## config.mk

```make
export PLATFORM = sky130hd
export DESIGN_NAME = instruction_sequencer
export DESIGN_NICKNAME = d
export VERILOG_FILES = /design/src/rtl/instruction_sequencer_pkg.sv /design/src/rtl/inst_class_decoder.sv /design/src/rtl/instruction_sequencer.sv
export SDC_FILE = /design/constraint.sdc
export NUM_CORES = 1
export LEC_CHECK = 0
export BUFFER_PORTS_ARGS = -buffer_cell sky130_fd_sc_hd__buf_4
export CAP_MARGIN = 20
export CORE_MARGIN = 2
export CORE_UTILIZATION = 25
export DETAILED_ROUTE_END_ITERATION = 8
export PLACE_DENSITY_LB_ADDON = 0.08
export SYNTH_ARGS = -nofsm -noshare
export SYNTH_HDL_FRONTEND = slang
export SYNTH_SLANG_ARGS = --single-unit
```

## constraint.sdc

```tcl
create_clock -name i_clock -period 2.8 [get_ports i_clock]
set_input_delay 0.28 -clock i_clock [delete_from_list [all_inputs] [get_ports i_clock]]
set_output_delay 0.28 -clock i_clock [all_outputs]
set_load 0.1 [all_outputs]
```

## src/rtl/instruction_sequencer_pkg.sv

```systemverilog
// seq_pkg: shared types, register indices, class lengths and fetch-pattern helper
// for the relay-computer instruction sequencer.
package seq_pkg;
  typedef enum logic [2:0] {
    AS_NONE = 3'd0,
    AS_PC   = 3'd1,
    AS_INC  = 3'd2,
    AS_M    = 3'd3,
    AS_XY   = 3'd4,
    AS_J    = 3'd5
  } addr_src_t;
  localparam logic [2:0] REG_A  = 3'd0;
  localparam logic [2:0] REG_B  = 3'd1;
  localparam logic [2:0] REG_C  = 3'd2;
  localparam logic [2:0] REG_D  = 3'd3;
  localparam logic [2:0] REG_M1 = 3'd4;
  localparam logic [2:0] REG_M2 = 3'd5;
  localparam logic [2:0] REG_X  = 3'd6;
  localparam logic [2:0] REG_Y  = 3'd7;
  typedef enum logic [3:0] {
    CL_MOV8,
    CL_SETAB,
    CL_ALU,
    CL_LOAD,
    CL_STORE,
    CL_HALT,
    CL_INCXY,
    CL_GOTO,
    CL_NOP
  } op_class_t;
  localparam logic [4:0] LEN_SHORT = 5'd8;
  localparam logic [4:0] LEN_MEM   = 5'd12;
  localparam logic [4:0] LEN_INCXY = 5'd14;
  localparam logic [4:0] LEN_GOTO  = 5'd24;
  // One 4-cycle read-and-advance pass: p is the phase 1..4 within the pass.
  typedef struct packed {
    addr_src_t addr;
    logic      rd;
    logic      ld;
    logic      pc;
  } fetch_t;
  function automatic fetch_t fetch_pat(input logic [4:0] p);
    fetch_pat = '{addr: (p <= 5'd2) ? AS_PC : AS_INC, rd: p <= 5'd2, ld: p == 5'd2, pc: p == 5'd4};
  endfunction
  function automatic logic [7:0] reg_onehot(input logic [2:0] r);
    return 8'd1 << r;
  endfunction
endpackage

```

## src/rtl/inst_class_decoder.sv

```systemverilog
// inst_class_decoder: maps the latched instruction byte to its opcode class
// and total cycle length.
module inst_class_decoder
  import seq_pkg::*;
(
  input  logic [7:0] i_inst,
  output op_class_t  o_class,
  output logic [4:0] o_len
);
  always_comb begin
    o_class = (i_inst[7:6] == 2'b00)                ? CL_MOV8  :
              (i_inst[7:6] == 2'b01)                ? CL_SETAB :
              (i_inst[7:6] == 2'b11 && !i_inst[0])  ? CL_GOTO  :
              (i_inst[7:4] == 4'b1000)              ? CL_ALU   :
              (i_inst[7:3] == 5'b10010)             ? CL_LOAD  :
              (i_inst[7:3] == 5'b10011)             ? CL_STORE :
              (i_inst == 8'hAE)                     ? CL_HALT  :
              (i_inst == 8'hB0)                     ? CL_INCXY : CL_NOP;
    o_len = (o_class == CL_GOTO)                            ? LEN_GOTO  :
            (o_class == CL_INCXY)                           ? LEN_INCXY :
            (o_class == CL_LOAD || o_class == CL_STORE)     ? LEN_MEM   : LEN_SHORT;
  end
endmodule

```

## src/rtl/instruction_sequencer.sv

```systemverilog
// instruction_sequencer: cycle-counting control FSM that issues every bus-select
// and load strobe of the relay computer; outputs decode purely from the counter.
module instruction_sequencer
  import seq_pkg::*;
#(
  parameter int FETCH_CYCLES = 4,
  parameter int MAX_CYCLE    = 24
) (
  input  logic       i_clock,
  input  logic       i_reset_n,
  input  logic       i_run,
  input  logic       i_step,
  input  logic [7:0] i_inst,
  input  logic       i_zero,
  input  logic       i_carry,
  input  logic       i_sign,
  output logic [4:0] o_cycle,
  output logic       o_halted,
  output logic       o_illegal,
  output logic [2:0] o_addr_src,
  output logic [2:0] o_data_src,
  output logic       o_data_src_en,
  output logic [7:0] o_data_ld,
  output logic       o_alu_drive,
  output logic [2:0] o_alu_fn,
  output logic       o_imm_drive,
  output logic       o_mem_rd,
  output logic       o_mem_wr,
  output logic       o_ld_inst,
  output logic       o_ld_inc,
  output logic       o_ld_pc,
  output logic       o_ld_j1,
  output logic       o_ld_j2,
  output logic       o_ld_xy,
  output logic       o_ld_ccr
);
  localparam logic [4:0] FETCH_C = 5'(FETCH_CYCLES);
  localparam logic [4:0] MAX_C   = 5'(MAX_CYCLE);
  logic [4:0] r_cyc, w_cyc_nxt, w_len, w_e, w_p;
  logic       r_step, w_step_nxt;
  logic       w_active, w_fetch, w_exec, w_j1, w_j2, w_taken, w_end, w_cont;
  op_class_t  w_class;
  addr_src_t  w_addr;
  fetch_t     w_f;
  inst_class_decoder u_dec (
    .i_inst  (i_inst),
    .o_class (w_class),
    .o_len   (w_len)
  );
  assign w_active = (r_cyc != 5'd0) && (r_cyc <= MAX_C);
  assign w_fetch  = w_active && (r_cyc <= FETCH_C);
  assign w_exec   = w_active && (r_cyc > FETCH_C);
  assign w_e      = r_cyc - FETCH_C;
  assign w_j1     = w_exec && (w_class == CL_GOTO) && (w_e <= 5'd4);
  assign w_j2     = w_exec && (w_class == CL_GOTO) && (w_e >= 5'd5) && (w_e <= 5'd8);
  assign w_p      = w_fetch ? r_cyc : w_j2 ? w_e - 5'd4 : w_e;
  assign w_f      = fetch_pat(w_p);
  // No condition bits selected means an unconditional jump.
  assign w_taken  = (i_inst[4] & i_sign) | (i_inst[3] & i_carry) | (i_inst[2] & i_zero) |
                    (i_inst[1] & ~i_zero) | (i_inst[4:1] == 4'd0);
  assign w_end    = (r_cyc > MAX_C) || (r_cyc >= w_len);
  assign w_cont   = (r_cyc <= MAX_C) && i_run && !r_step && (w_class != CL_HALT);
  always_ff @(posedge i_clock or negedge i_reset_n) begin
    if (!i_reset_n) begin
      r_cyc  <= 5'd0;
      r_step <= 1'b0;
    end else begin
      r_cyc  <= w_cyc_nxt;
      r_step <= w_step_nxt;
    end
  end
  always_comb begin
    w_cyc_nxt  = (r_cyc == 5'd0) ? {4'd0, i_run | i_step} : w_end ? {4'd0, w_cont} : r_cyc + 5'd1;
    w_step_nxt = (r_cyc == 5'd0) ? i_step : w_end ? 1'b0 : r_step;
    w_addr        = AS_NONE;
    o_illegal     = 1'b0;
    o_data_src    = 3'd0;
    o_data_src_en = 1'b0;
    o_data_ld     = 8'd0;
    o_alu_drive   = 1'b0;
    o_alu_fn      = 3'd0;
    o_imm_drive   = 1'b0;
    o_mem_rd      = 1'b0;
    o_mem_wr      = 1'b0;
    o_ld_inst     = 1'b0;
    o_ld_inc      = 1'b0;
    o_ld_pc       = 1'b0;
    o_ld_j1       = 1'b0;
    o_ld_j2       = 1'b0;
    o_ld_xy       = 1'b0;
    o_ld_ccr      = 1'b0;
    if (w_fetch || w_j1 || w_j2) begin
      w_addr    = w_f.addr;
      o_mem_rd  = w_f.rd;
      o_ld_inc  = w_f.ld;
      o_ld_pc   = w_f.pc;
      o_ld_inst = w_fetch && w_f.ld;
      o_ld_j1   = w_j1 && w_f.ld;
      o_ld_j2   = w_j2 && w_f.ld;
    end
    if (w_exec) begin
      case (w_class)
        CL_MOV8: if (w_e <= 5'd2) begin
          o_data_src    = i_inst[2:0];
          o_data_src_en = 1'b1;
          o_data_ld     = (w_e == 5'd2) ? reg_onehot(i_inst[5:3]) : 8'd0;
        end
        CL_SETAB: if (w_e <= 5'd2) begin
          o_imm_drive = 1'b1;
          o_data_ld   = (w_e == 5'd2) ? reg_onehot(i_inst[5] ? REG_B : REG_A) : 8'd0;
        end
        CL_ALU: if (w_e <= 5'd2) begin
          o_alu_drive = 1'b1;
          o_alu_fn    = i_inst[2:0];
          o_data_ld   = (w_e == 5'd2) ? reg_onehot(i_inst[3] ? REG_D : REG_A) : 8'd0;
          o_ld_ccr    = (w_e == 5'd2);
        end
        CL_LOAD: if (w_e <= 5'd4) begin
          w_addr    = AS_M;
          o_mem_rd  = 1'b1;
          o_data_ld = (w_e == 5'd4) ? reg_onehot({1'b0, i_inst[1:0]}) : 8'd0;
        end
        CL_STORE: if (w_e <= 5'd4) begin
          w_addr        = AS_M;
          o_data_src    = {1'b0, i_inst[1:0]};
          o_data_src_en = 1'b1;
          o_mem_wr      = (w_e == 5'd2) || (w_e == 5'd3);
        end
        CL_INCXY: if (w_e <= 5'd8) begin
          w_addr   = (w_e <= 5'd4) ? AS_XY : AS_INC;
          o_ld_inc = (w_e == 5'd2);
          o_ld_xy  = (w_e == 5'd8);
        end
        CL_GOTO: if (w_e >= 5'd9 && w_e <= 5'd12 && i_inst[5]) begin
          w_addr  = AS_PC;
          o_ld_xy = (w_e == 5'd12);
        end else if (w_e >= 5'd13 && w_e <= 5'd16 && w_taken) begin
          w_addr  = AS_J;
          o_ld_pc = (w_e == 5'd16);
        end
        CL_NOP: o_illegal = (w_e == 5'd1);
        default: ;
      endcase
    end
  end
  assign o_addr_src = w_addr;
  assign o_cycle    = r_cyc;
  assign o_halted   = (r_cyc == 5'd0);
endmodule

```

==> results.ini <==
[synth]
syn_inst=233
yosysUniqueCellTypes=65
yosysWarnings=0
synth_area_leaders=ha_1 (11%), dfrtp_1 (9.1%), nor2_1 (7.8%)
avgSynthCellArea_sq_um=7.05
synth_seq_cells=6
ys.flop_type=dfrtp_1
synth_largest_area_cell=ha_1
synth_edf_count=0
yosysTopAreaCellShare=0.107
synthesis.area_sq_um=1640
ys_seq_area_frac=0.0914
synth_nets=262
synth-async-reset-ratio=1.00

[setup_path]
timing.rr.end=o_cycle[3]
arrival_ns=2.61
worst-r2r-setup-slack_ns=0.68
endpoint=o_addr_src[1]
startpoint=o_cycle[2]
cp-start-kind=flop
worstRegToRegCells=9
critPathCaptureType=primary output
path_class=flop to primary output
required_ns=2.52
critPathMaxFanout=7
worstReg2RegStart=o_cycle[0]

[grt]
grt_max_degree=16
busiest_layer=met2
grt_usage=0.177
antenna_found_initial=0
met3_usage=0.0107
met2_usage=0.298
grt_pass1_vias=1943
grt_pass1_wl_um=10300
grt_overflow=0
grt.met1_usage=0.255

[final_layout]
drive_gt1_frac=0.570
area_delta_synth_final_pct=94.1
fin_area_sq_um=3190
mostFrequentLayoutCells=buf_4 (72), nor2_1 (21), nand2_1 (19), buf_12 (17), inv_1 (12)
utilization=0.502
fin_nets=351
fill_cells=618
final_common_cell=buf_4
antenna_cells=0
final_cell_count_no_fill=398

[clocking]
cts-root-buf=clkbuf_8
cts_buffer_depth=2
cts_htree_levels=1
tritoncts=done
clk_pin_slew_worst_paths_ns=0.04
worstSkewPairLatency_ns=0.22
cts_buffers=3
cts.sinks=6

[route]
drt_drc_violations_left=0
routedWlPerCell_um=16.3
drt-total-wl_um=6510
first_iter_violations=137
vias=2068
dr.pass1.iters=5
drt-vias-per-instance=5.20
antenna_left=0

[die]
dieWidth_um=85.1
rows=29
dieArea_sq_um=7240
start_util=0.259
io-pin-count=51
die_h_um=85.1
core_sq_um=6350

[placed_design]
place_inst=378
post_dp_cell_area_sq_um=2700
portBuffers=50
globalplace.congestion=0.868
dp_hpwl_um=5110

[pwr]
vdd_drop_max_v=0.000994
p_total_mw=3.51
leakagePower_nw=1.29
pwr_density_cell_nw_per_um2=1100

[sta]
grt_setup_unrepaired=true
finalCritPeriodShare=1.03
fin_ws_ns=-0.0904
final.setup_skew_ns=0.00199
setup_viol=5
slew-limit-headroom=0.706
timing.fmax_mhz=346
tns_ns=-0.222
hold_viol_final=0
slew_violations=0
worst_pin_slew_ns=0.441
fin_crit_ns=2.89

[outcome]
violations=setup timing
status=finished, violations left

[hold_path]
min_path_type=input pin to flop
hold-path-cell-count=3

[job]
maxCapViolCount=0

[kinds of logic after synthesis]
group | share of synthesized area
muxes | 0.0183
buffers and inverters | 0.0906
and+or+nand+nor | 0.365
AOI/OAI and AO/OA | 0.280
adders and majority gates | 0.107
DFF | 0.0914
xor gates and xnor gates | 0.0480
[Yosys cell counts (2+ instances only)]
master,instances
buf_4,2
and4bb_2,2
o31ai_1,2
nand3_1,7
a211oi_1,3
nor2b_1,2
buf_2,5
or2_1,2
ha_1,14
clkbuf_1,3
xnor2_1,3
o21ai_1,2
nor2_1,34
nand2_1,22
nor3_1,8
o21ai_0,13
and2_1,4
a31oi_1,4
mux2i_1,3
nand4_1,4
dfrtp_1,6
a21oi_1,14
buf_6,3
nor3_2,2
inv_1,17
a21boi_0,4
nand2b_1,5
nor4_1,6
[worst min-delay path by stage]
stage / startpoint / endpoint / slack, ns
3_5_place_dp: i_reset_n / o_cycle[2] / 0.09
5_1_grt: i_step / o_cycle[0] / 0.31
4_1_cts: i_step / o_cycle[0] / 0.29
6_report: i_step / o_cycle[0] / 0.29
2_1_floorplan: i_reset_n / o_cycle[4] / -0.02
3_3_place_gp: i_reset_n / o_cycle[2] / 0.1
[where the power goes]
part	switching (mW)	internal [mW]	leakage [nW]
sequential	0.110	0.144	0.0698
combinational	1.89	1.23	1.20
clock	0.0370	0.0979	0.0228
total	2.03	1.47	1.29
[per-layer routing]
metal,vias up,wire length (um)
met5,-,0
met4,0,33
met3,6,240
met2,59,3220
met1,987,3020
li1,1016,-
[final cells by class]
class	count	area (sq um)	area share
well taps	77	96.3	0.0302
flip-flops and latches	6	166	0.0522
repair buffers	97	970	0.304
clock buffers	4	45.0	0.0141
inverters	17	85.1	0.0267
multi-input cells	197	1830	0.573
[worst max-delay path, cell delays in order (launching register included)]
cell and delay, ns:
dfrtp_4 0.53, inv_6 0.11, ha_4 0.24, inv_1 0.15, o21ai_1 0.12, a211oi_2 0.28
nor2_1 0.09, a222oi_1 0.33, and2b_1 0.22, o32ai_4 0.11, buf_12 0.19
[what timing repair did]
action                                 in CTS  in global routing
endpoints found under the hold margin       6                  0
setup buffers                              10                  5
hold buffers                                1                  0
pin swaps                                  11                 14
gates resized for setup                    42                 40
setup endpoints to repair                  24                 21
[state kept, by name, indices dropped and copies added, names as in the netlist]
signal   flops
o_cycle      5
r_step       1
[stage by stage]
step	setup WS, ns	hold WS [ns]
floorplan	-0.649	-0.0156
global placement	-0.0916	0.0951
detailed placement	-0.0431	0.0941
CTS	-0.0846	0.288
global route	-0.205	0.311
finish	-0.0904	0.290
Note: power is estimated with default switching activity, not from simulation.
